**src/rtl/jt900h_busctl_if.sv**
```systemverilog
// rtl/jt900h_busctl_if.sv - core-side and memory-side bus signals of jt900h_busctl
interface jt900h_busctl_if;
    // core side
    logic        cpu_cen;
    logic [23:0] cpu_addr;
    logic [15:0] cpu_din;
    logic [1:0]  cpu_we;
    logic [15:0] cpu_dout;
    // memory side
    logic [22:0] mem_addr;
    logic [15:0] mem_din;
    logic [1:0]  mem_we;
    logic        mem_cs;
    logic [15:0] mem_dout;
    logic        mem_ok;

    // bridge view
    modport slave (
        output cpu_cen, cpu_dout, mem_addr, mem_din, mem_we, mem_cs,
        input  cpu_addr, cpu_din, cpu_we, mem_dout, mem_ok
    );

    // core plus memory view
    modport master (
        input  cpu_cen, cpu_dout, mem_addr, mem_din, mem_we, mem_cs,
        output cpu_addr, cpu_din, cpu_we, mem_dout, mem_ok
    );
endinterface

```
**src/rtl/jt900h_busctl.sv**
```systemverilog
// rtl/jt900h_busctl.sv - core memory bridge with cs/ok handshake, one-word read buffer; optional watchdog via JT900H_BUSCTL_TOUT_EN
module jt900h_busctl #(
    parameter int TOUT = 255
) (
    input  logic                  rst,
    input  logic                  clk,
    input  logic                  cen,
    jt900h_busctl_if.slave        bus,
    output logic                  bus_err
);

    typedef enum logic [1:0] {IDLE, WAIT, DONE} state_t;

    state_t      state_q, state_d;
    logic        valid_q, valid_d;
    logic [22:0] last_addr_q, last_addr_d;
    logic [15:0] dout_q, dout_d;
    logic [22:0] mem_addr_q, mem_addr_d;
    logic [15:0] mem_din_q, mem_din_d;
    logic [1:0]  mem_we_q, mem_we_d;
    logic        mem_cs_q, mem_cs_d;
    logic        cpu_cen_c;
    logic        hit;
    logic        tout_fire;
    logic        wait_done;
    logic        timed_out;
    logic        unused_a0;

    // byte lanes come from cpu_we, so address bit 0 carries no information
    assign unused_a0 = bus.cpu_addr[0];

    assign hit = valid_q && (bus.cpu_addr[23:1] == last_addr_q) && (bus.cpu_we == 2'b00);

`ifdef JT900H_BUSCTL_TOUT_EN
    localparam int CW = $clog2(TOUT + 1);

    logic [CW-1:0] cnt_q;
    logic          bus_err_q;

    // counter sits at zero outside WAIT, so every WAIT entry starts from zero
    always_ff @(posedge clk) begin
        if (rst || state_q != WAIT) cnt_q <= '0;
        else                        cnt_q <= cnt_q + 1'b1;
    end

    // fires on the edge where the WAIT count would reach TOUT
    assign tout_fire = (state_q == WAIT) && (cnt_q == CW'(TOUT - 1));

    // one-cycle error pulse when the watchdog forces completion
    always_ff @(posedge clk) begin
        if (rst) bus_err_q <= 1'b0;
        else     bus_err_q <= tout_fire && !bus.mem_ok;
    end

    assign bus_err = bus_err_q;
`else
    localparam int unused_tout = TOUT;

    assign tout_fire = 1'b0;
    assign bus_err   = 1'b0;
`endif

    assign wait_done = bus.mem_ok || tout_fire;
    assign timed_out = tout_fire && !bus.mem_ok;

    // state and buffer registers
    always_ff @(posedge clk) begin
        if (rst) begin
            state_q     <= IDLE;
            valid_q     <= 1'b0;
            last_addr_q <= '0;
            dout_q      <= '0;
            mem_addr_q  <= '0;
            mem_din_q   <= '0;
            mem_we_q    <= '0;
            mem_cs_q    <= 1'b0;
        end else begin
            state_q     <= state_d;
            valid_q     <= valid_d;
            last_addr_q <= last_addr_d;
            dout_q      <= dout_d;
            mem_addr_q  <= mem_addr_d;
            mem_din_q   <= mem_din_d;
            mem_we_q    <= mem_we_d;
            mem_cs_q    <= mem_cs_d;
        end
    end

    // next-state, bus launch, buffer update and core enable gating
    always_comb begin
        state_d     = state_q;
        valid_d     = valid_q;
        last_addr_d = last_addr_q;
        dout_d      = dout_q;
        mem_addr_d  = mem_addr_q;
        mem_din_d   = mem_din_q;
        mem_we_d    = mem_we_q;
        mem_cs_d    = mem_cs_q;
        cpu_cen_c   = 1'b0;
        case (state_q)
            IDLE: begin
                cpu_cen_c = cen && hit;
                if (cen && !hit) begin
                    mem_addr_d = bus.cpu_addr[23:1];
                    mem_din_d  = bus.cpu_din;
                    mem_we_d   = bus.cpu_we;
                    mem_cs_d   = 1'b1;
                    state_d    = WAIT;
                end
            end
            WAIT: begin
                if (wait_done) begin
                    mem_cs_d = 1'b0;
                    mem_we_d = 2'b00;
                    state_d  = DONE;
                    if (mem_we_q == 2'b00) begin
                        dout_d      = timed_out ? 16'hFFFF : bus.mem_dout;
                        last_addr_d = mem_addr_q;
                        valid_d     = 1'b1;
                    end else if (valid_q && mem_addr_q == last_addr_q) begin
                        // write-through keeps the buffered halfword coherent
                        if (mem_we_q[1]) dout_d[15:8] = mem_din_q[15:8];
                        if (mem_we_q[0]) dout_d[7:0]  = mem_din_q[7:0];
                    end
                    // forced data must never be served as a hit
                    if (timed_out) valid_d = 1'b0;
                end
            end
            DONE: begin
                cpu_cen_c = cen;
                if (cen) state_d = IDLE;
            end
            default: state_d = IDLE;
        endcase
    end

    assign bus.cpu_cen  = cpu_cen_c && !rst;
    assign bus.cpu_dout = dout_q;
    assign bus.mem_addr = mem_addr_q;
    assign bus.mem_din  = mem_din_q;
    assign bus.mem_we   = mem_we_q;
    assign bus.mem_cs   = mem_cs_q;

endmodule

```
**src/flat_wrapper.sv**
```systemverilog
// flat-port wrapper written by rule: the top's interface ports become plain ports
module jt900h_busctl_flat 
#(
    parameter int TOUT = 255
)
  (rst, clk, cen, bus_err, bus_cpu_cen, bus_cpu_dout, bus_mem_addr, bus_mem_din, bus_mem_we, bus_mem_cs, bus_cpu_addr, bus_cpu_din, bus_cpu_we, bus_mem_dout, bus_mem_ok);
  jt900h_busctl_if bus_i ();
  input  logic rst;
  input  logic clk;
  input  logic cen;
  output logic bus_err;
  output wire logic [$bits(bus_i.cpu_cen)-1:0] bus_cpu_cen;
  output wire logic [$bits(bus_i.cpu_dout)-1:0] bus_cpu_dout;
  output wire logic [$bits(bus_i.mem_addr)-1:0] bus_mem_addr;
  output wire logic [$bits(bus_i.mem_din)-1:0] bus_mem_din;
  output wire logic [$bits(bus_i.mem_we)-1:0] bus_mem_we;
  output wire logic [$bits(bus_i.mem_cs)-1:0] bus_mem_cs;
  input wire logic [$bits(bus_i.cpu_addr)-1:0] bus_cpu_addr;
  input wire logic [$bits(bus_i.cpu_din)-1:0] bus_cpu_din;
  input wire logic [$bits(bus_i.cpu_we)-1:0] bus_cpu_we;
  input wire logic [$bits(bus_i.mem_dout)-1:0] bus_mem_dout;
  input wire logic [$bits(bus_i.mem_ok)-1:0] bus_mem_ok;
  assign bus_cpu_cen = bus_i.cpu_cen;
  assign bus_cpu_dout = bus_i.cpu_dout;
  assign bus_mem_addr = bus_i.mem_addr;
  assign bus_mem_din = bus_i.mem_din;
  assign bus_mem_we = bus_i.mem_we;
  assign bus_mem_cs = bus_i.mem_cs;
  assign bus_i.cpu_addr = bus_cpu_addr;
  assign bus_i.cpu_din = bus_cpu_din;
  assign bus_i.cpu_we = bus_cpu_we;
  assign bus_i.mem_dout = bus_mem_dout;
  assign bus_i.mem_ok = bus_mem_ok;
  jt900h_busctl #(.TOUT(TOUT)) u_core (.rst(rst), .clk(clk), .cen(cen), .bus(bus_i), .bus_err(bus_err));
endmodule
```
**config.mk**
```make
export PLATFORM = sky130hd
export DESIGN_NAME = jt900h_busctl_flat
export DESIGN_NICKNAME = d
export VERILOG_FILES = /design/src/rtl/jt900h_busctl_if.sv /design/src/rtl/jt900h_busctl.sv /design/src/flat_wrapper.sv
export SDC_FILE = /design/constraint.sdc
export NUM_CORES = 1
export LEC_CHECK = 0
export BUFFER_PORTS_ARGS = -buffer_cell sky130_fd_sc_hd__buf_2
export CAP_MARGIN = 20
export CORE_MARGIN = 2
export CORE_UTILIZATION = 56
export CTS_CLUSTER_DIAMETER = 200
export DETAILED_ROUTE_END_ITERATION = 8
export GPL_TIMING_DRIVEN = 0
export HOLD_SLACK_MARGIN = 0.05
export PLACE_DENSITY = 0.95
export SLEW_MARGIN = 20
export SYNTH_ARGS = -nofsm -noshare
export SYNTH_HDL_FRONTEND = slang
export SYNTH_SLANG_ARGS = --single-unit
```
**constraint.sdc**
```tcl
create_clock -name clk -period 2.8 [get_ports clk]
set_input_delay 0.42 -clock clk [delete_from_list [all_inputs] [get_ports clk]]
set_output_delay 0.42 -clock clk [all_outputs]
set_load 0.03 [all_outputs]
```
==> Word level (Yosys, flattened, before mapping) <==
Cells that the tools add are included.
{ "totals": {"regBits": 84, "word_cells": 52} }
{ "classes": {"n_eq_ne": 7, "mux": 15, "reduce_logical": 21} }
{ "ops": {"columns": ["cell", "count"], "rows": [
  ["23-bit == test", 2],
  ["16-bit 2-to-1 mux", 2],
  ["8-bit 2-to-1 mux", 2],
  ["2-bit 2-to-1 mux", 5],
  ["3-bit AND reduction", 3],
  ["4-bit AND reduction", 2],
  ["2-bit nonzero test", 4],
  ["1-bit logical AND", 6],
  ["2-bit logical NOT", 3],
  ["2-bit one-hot mux with 3 select lines", 1],
  ["2-bit != test (second input constant)", 2],
  ["1-bit one-hot mux with 2 select lines", 2],
  ["2-bit one-hot mux with 2 select lines", 1],
  ["2-bit by 1-bit == test with 1-bit output (second input constant)", 1],
  ["2-bit == test (second input constant)", 1],
  ["1-bit logical NOT", 2],
  ["1-bit 2-to-1 mux", 2],
  ["2-bit by 1-bit != test with 1-bit output (second input constant)", 1],
  ["2-bit AND reduction", 1]
]} }

==> Longest topological paths before layout <==
{ "logic_depth": {"word_depth": 7, "ltp_mapped": 6, "mapped_depth_nobuf": 5} }

==> Least setup slack after synthesis <==
No wires, ideal clock.
{ "synth_path": {"kind": "input to output", "from": "input bus_cpu_addr[14]", "to": "output bus_cpu_cen", "arrival_ns": 2.191, "required_time_ns": 2.380, "slack_ns": 0.189, "stages": 5, "path_buffers": 0, "path_cell_list": "xnor2_1 nand3_1 nor4_1 a31oi_1 nor4b_1"} }
{ "synth_via": {"elab_chain_len": 6} }
{ "synth_rtl": {"columns": ["element", "line_no", "rtl"], "rows": [
  ["from (decl)", "flat_wrapper.sv:18", "input wire logic [$bits(bus_i.cpu_addr)-1:0] bus_cpu_addr;"],
  ["23-bit == test", "jt900h_busctl.sv:32", "assign hit = valid_q && (bus.cpu_addr[23:1] == last_addr_q) && (bus.cpu_we == 2'b00);"],
  ["1-bit logical AND (2 in series)", "jt900h_busctl.sv:32", null],
  ["1-bit logical AND", "jt900h_busctl.sv:102", "cpu_cen_c = cen && hit;"],
  ["1-bit one-hot mux with 2 select lines", "jt900h_busctl.sv:100", "case (state_q)"],
  ["1-bit logical AND", "jt900h_busctl.sv:137", "assign bus.cpu_cen = cpu_cen_c && !rst;"],
  ["to (decl)", "flat_wrapper.sv:12", "output wire logic [$bits(bus_i.cpu_cen)-1:0] bus_cpu_cen;"]
]} }
No other way between the ends.

==> Worst setup path in the final report <==
{ "layout_path": {"from": "register u_core.last_addr_q[13]", "to": "output bus_cpu_cen"} }
{ "layout_via": {"elab_chain_len": 6} }
{ "layout_rtl": {"columns": ["element", "line_no", "rtl"], "rows": [
  ["from (decl)", "jt900h_busctl.sv:16", "logic [22:0] last_addr_q, last_addr_d;"],
  ["from (signal assigned)", "jt900h_busctl.sv:80", "last_addr_q <= last_addr_d;"],
  ["23-bit == test", "jt900h_busctl.sv:32", null],
  ["1-bit logical AND (2 in series)", "jt900h_busctl.sv:32", null],
  ["1-bit logical AND", "jt900h_busctl.sv:102", null],
  ["1-bit one-hot mux with 2 select lines", "jt900h_busctl.sv:100", null],
  ["1-bit logical AND", "jt900h_busctl.sv:137", null]
]} }
No other way between the ends.

==> results summary <==
Max-cap violations in this run came to 0. In this run the power density over the cells is 521 nW/um2. The core region is 7250 um2. For this configuration, the core starts out at a cell density of 0.579. Across every metal layer, demand over resource in global routing totals 0.284. For the pin with the worst max-slew slack, the measured transition is 0.625 ns. The violation count after the first detailed-routing iteration came out at 206. The static leakage came out at 2.14 nW. The number of cells produced by synthesis is 474. The area growth from synthesis to layout is 21.5%. The clock drives 84 sinks. The vias per cell came out at 5.52. The remaining global-route overflow came out at 0. The clock skew came out at 0.00952 ns. IR analysis of the VDD net gives a maximum drop of 0.323 mV.

The number of core rows came out at 31. The synthesized netlist contains 31 unique library cells. For the finished layout, the period the worst path requires is 2.52 ns. The CTS H-tree depth is 3.

The Yosys step of the flow raised 0 warnings. The commonest cells after synthesis are 84 x dfxtp_1, 80 x nand2b_1, 65 x nand2_1. The hold buffer count at CTS came out at 0. By startpoint and endpoint, the worst setup path is classified as flip-flop to output port.

The slack of the worst reg-to-reg path came out at 0.71 ns. The register clock-pin slew on the reported worst setup and hold paths is 0.08 ns. The flow ran to the end, and the final reports show no timing, DRC or antenna violations. The length of the first detailed-routing pass in iterations is 5.

The number of pins with negative max-slew slack in the final report came out at 0. Data on the critical path arrives at its endpoint at 2.10 ns. The die span in y is 90.6 um. The path type of the worst min-delay path is primary input to flip-flop. The post-synthesis sequential area ratio came out at 0.401.

The clock insertion delay at the later pin of the skew report came out at 0.36 ns. The number of nets in the final layout is 665. STA classifies the critical path endpoint as an output port. The number of antenna violations at the first check in global routing came out at 0.

Detailed placement finished with a half-perimeter wire length of 8.74 mm. The number of placed instances with taps included came out at 691. The fraction of synthesis flops using an asynchronous set or reset pin is 0. Across all layers, the routed design uses 3898 vias.

For this run, the number of standard cells in the final layout without fillers is 706. TritonCTS built the clock tree. dfxtp_1 is the most common cell in the netlist. The count of flip-flops with a built-in enable after synthesis is 0. In this run the clock root is driven by a clkbuf_8. The post-CTS setup-driven buffer insertion count is 0.

Entering global routing, the biggest net connects 14 pins. The portion of synthesized cell area occupied by the leading cell type came out at 0.401. The cell area that synthesis handed to floorplanning was 4200 um2.

The fmax came out at 397 MHz. The maximum fanout encountered on the critical timing path is 3. The die span in x is 90.6 um.

The total negative slack for setup checks is 0 ns. The final wirelength came out at 11.5 mm. The first global-routing pass estimated 18.7 mm of wire. The largest total area in the synthesized netlist belongs to dfxtp_1. In the final layout, the share of cells above drive strength 1 is 0.270.

In this run the tightest slew margin relative to its limit is 0.581. In the routed design, unresolved DRC markers number 0. The CTS buffer count came out at 9. The final setup violation count came out at 0. The count of antenna-violating nets left after detailed routing came out at 0. The area of the die came out at 8200 um2. The largest buffer count on any clock path came out at 2. The via count of the first global-routing pass came out at 3903. By area the synthesized netlist is led by dfxtp_1 40%, nand2b_1 12%, mux2i_1 9.8%, xnor2_1 8.6%, nand2_1 5.8%. The share of the clock period used by the worst path is 0.900. STA puts the critical path data required time at 2.38 ns. Setup repair after global routing left no endpoint under its margin. The final antenna diode count came out at 0. For this run, the leading register cell type out of synthesis is dfxtp_1.

The count of buffers from port buffering came out at 118. The final number of hold-violating endpoints is 0. The synthesis-stage register bit count is 84. The design draws 2.66 mW. In this run the mean area of a mapped cell was 8.85 um2. The number of nets produced by synthesis is 536.

The critical path startpoint category is a flip-flop. The placed cell area came out at 4910 um2. The final standard cell area without fillers came out at 5100 um2.

The I/O pin count is 122. The global placer's final weighted congestion came out at 0.907. The routed wirelength normalized by instance count is 16.3 um. The count of fill cells added during filler insertion came out at 533. For this run, the share of the core covered by cells in the final layout is 0.703.
critical path, stage by stage (launching register included):
cell and delay (ns):
dfxtp_1 0.39, xnor2_1 0.13, nand3_1 0.10, nor4_2 0.43
a31oi_1 0.16, nor4b_2 0.29, buf_2 0.25
flip-flops by register name (all words and copies together), names as in the netlist:
name	flops
u_core.bus.mem_din	16
u_core.valid_q	1
u_core.bus.mem_we	2
u_core.bus.mem_cs	1
u_core.bus.cpu_dout	16
u_core.last_addr_q	23
u_core.bus.mem_addr	23
u_core.state_q	2
timing repair:
| item | CTS | global route |
|---|---|---|
| setup endpoints to repair | 0 | 1 |
| endpoints found under the hold margin | 0 | 0 |
| gates resized for setup | 0 | 2 |
routing by layer:
metal | wire length (um) | share of wire | global-route usage
met1 | 4520 | 0.39 | 0.347
met2 | 5460 | 0.47 | 0.468
met3 | 1020 | 0.088 | 0.0584
met4 | 516 | 0.045 | 0.158
met5 | 0 | 0 | 0
cell families (layout without fill, tap and decap cells):
family,Yosys count,after routing,share of synthesized area
DFF,84,84,0.401
muxes,57,57,0.141
and+or+nand+nor,193,193,0.254
xor gates and xnor gates,46,46,0.0960
other,1,1,0.000894
buffers and inverters,30,163,0.0289
AOI/OAI and AO/OA,63,63,0.0784
placed cells by master (no fill, tap or decap), types with 2 or more instances in the layout:
cell and instances:
xor2_1 5, nor2b_1 16, a21oi_2 2, or3b_2 2
a31oi_1 2, nand4_1 11, nand2b_1 80, o21ai_0 16
nor2_1 7, mux2i_1 41, clkbuf_1 24, dfxtp_1 84
mux2_2 16, clkinvlp_4 2, nand2_1 65, clkinv_2 2
clkbuf_8 11, buf_2 122, xnor2_1 41, nor3_1 2
nand3b_1 2, a21oi_1 42
power by group:
part	total [mW]	leakage, nW	switching [mW]	internal, mW
combinational	0.548	1.37	0.338	0.211
sequential	1.31	0.685	0.0599	1.25
clock	0.793	0.0872	0.430	0.363
cell type report:
class | instances | area [um2] | area share
Buffer | 30 | 121 | 0.0238
Clock buffer | 11 | 151 | 0.0297
Clock inverter | 4 | 25.0 | 0.00491
Multi-Input combinational cell | 360 | 2410 | 0.472
Sequential cell | 84 | 1680 | 0.330
Tap cell | 99 | 124 | 0.0243
Timing Repair Buffer | 118 | 591 | 0.116
stage by stage:
| step | setup slack [ns] | hold WS (ns) |
|---|---|---|
| after CTS | 0.0378 | 0.316 |
| after global routing | 0.139 | 0.325 |
| after floorplan | 0.189 | 0.462 |
| after detailed placement | 0.251 | 0.456 |
| after global placement | 0.301 | 0.449 |
| final | 0.280 | 0.321 |
final timing paths:
path | startpoint | end | cells after the start
worst max register to register | u_core.state_q[0]$_SDFFE_PP0P_ | u_core.bus.cpu_dout[12]$_SDFFE_PP0P_ | 5
worst max-delay path | u_core.last_addr_q[13]$_SDFFE_PP0P_ | bus_cpu_cen | 6
worst min register to register | u_core.bus.mem_cs$_SDFFE_PP0P_ | u_core.bus.mem_cs$_SDFFE_PP0P_ | 2
worst min-delay path | bus_cpu_din[8] | u_core.bus.mem_din[8]$_SDFFE_PP0P_ | 3
Power figures use the tool's default switching activity.
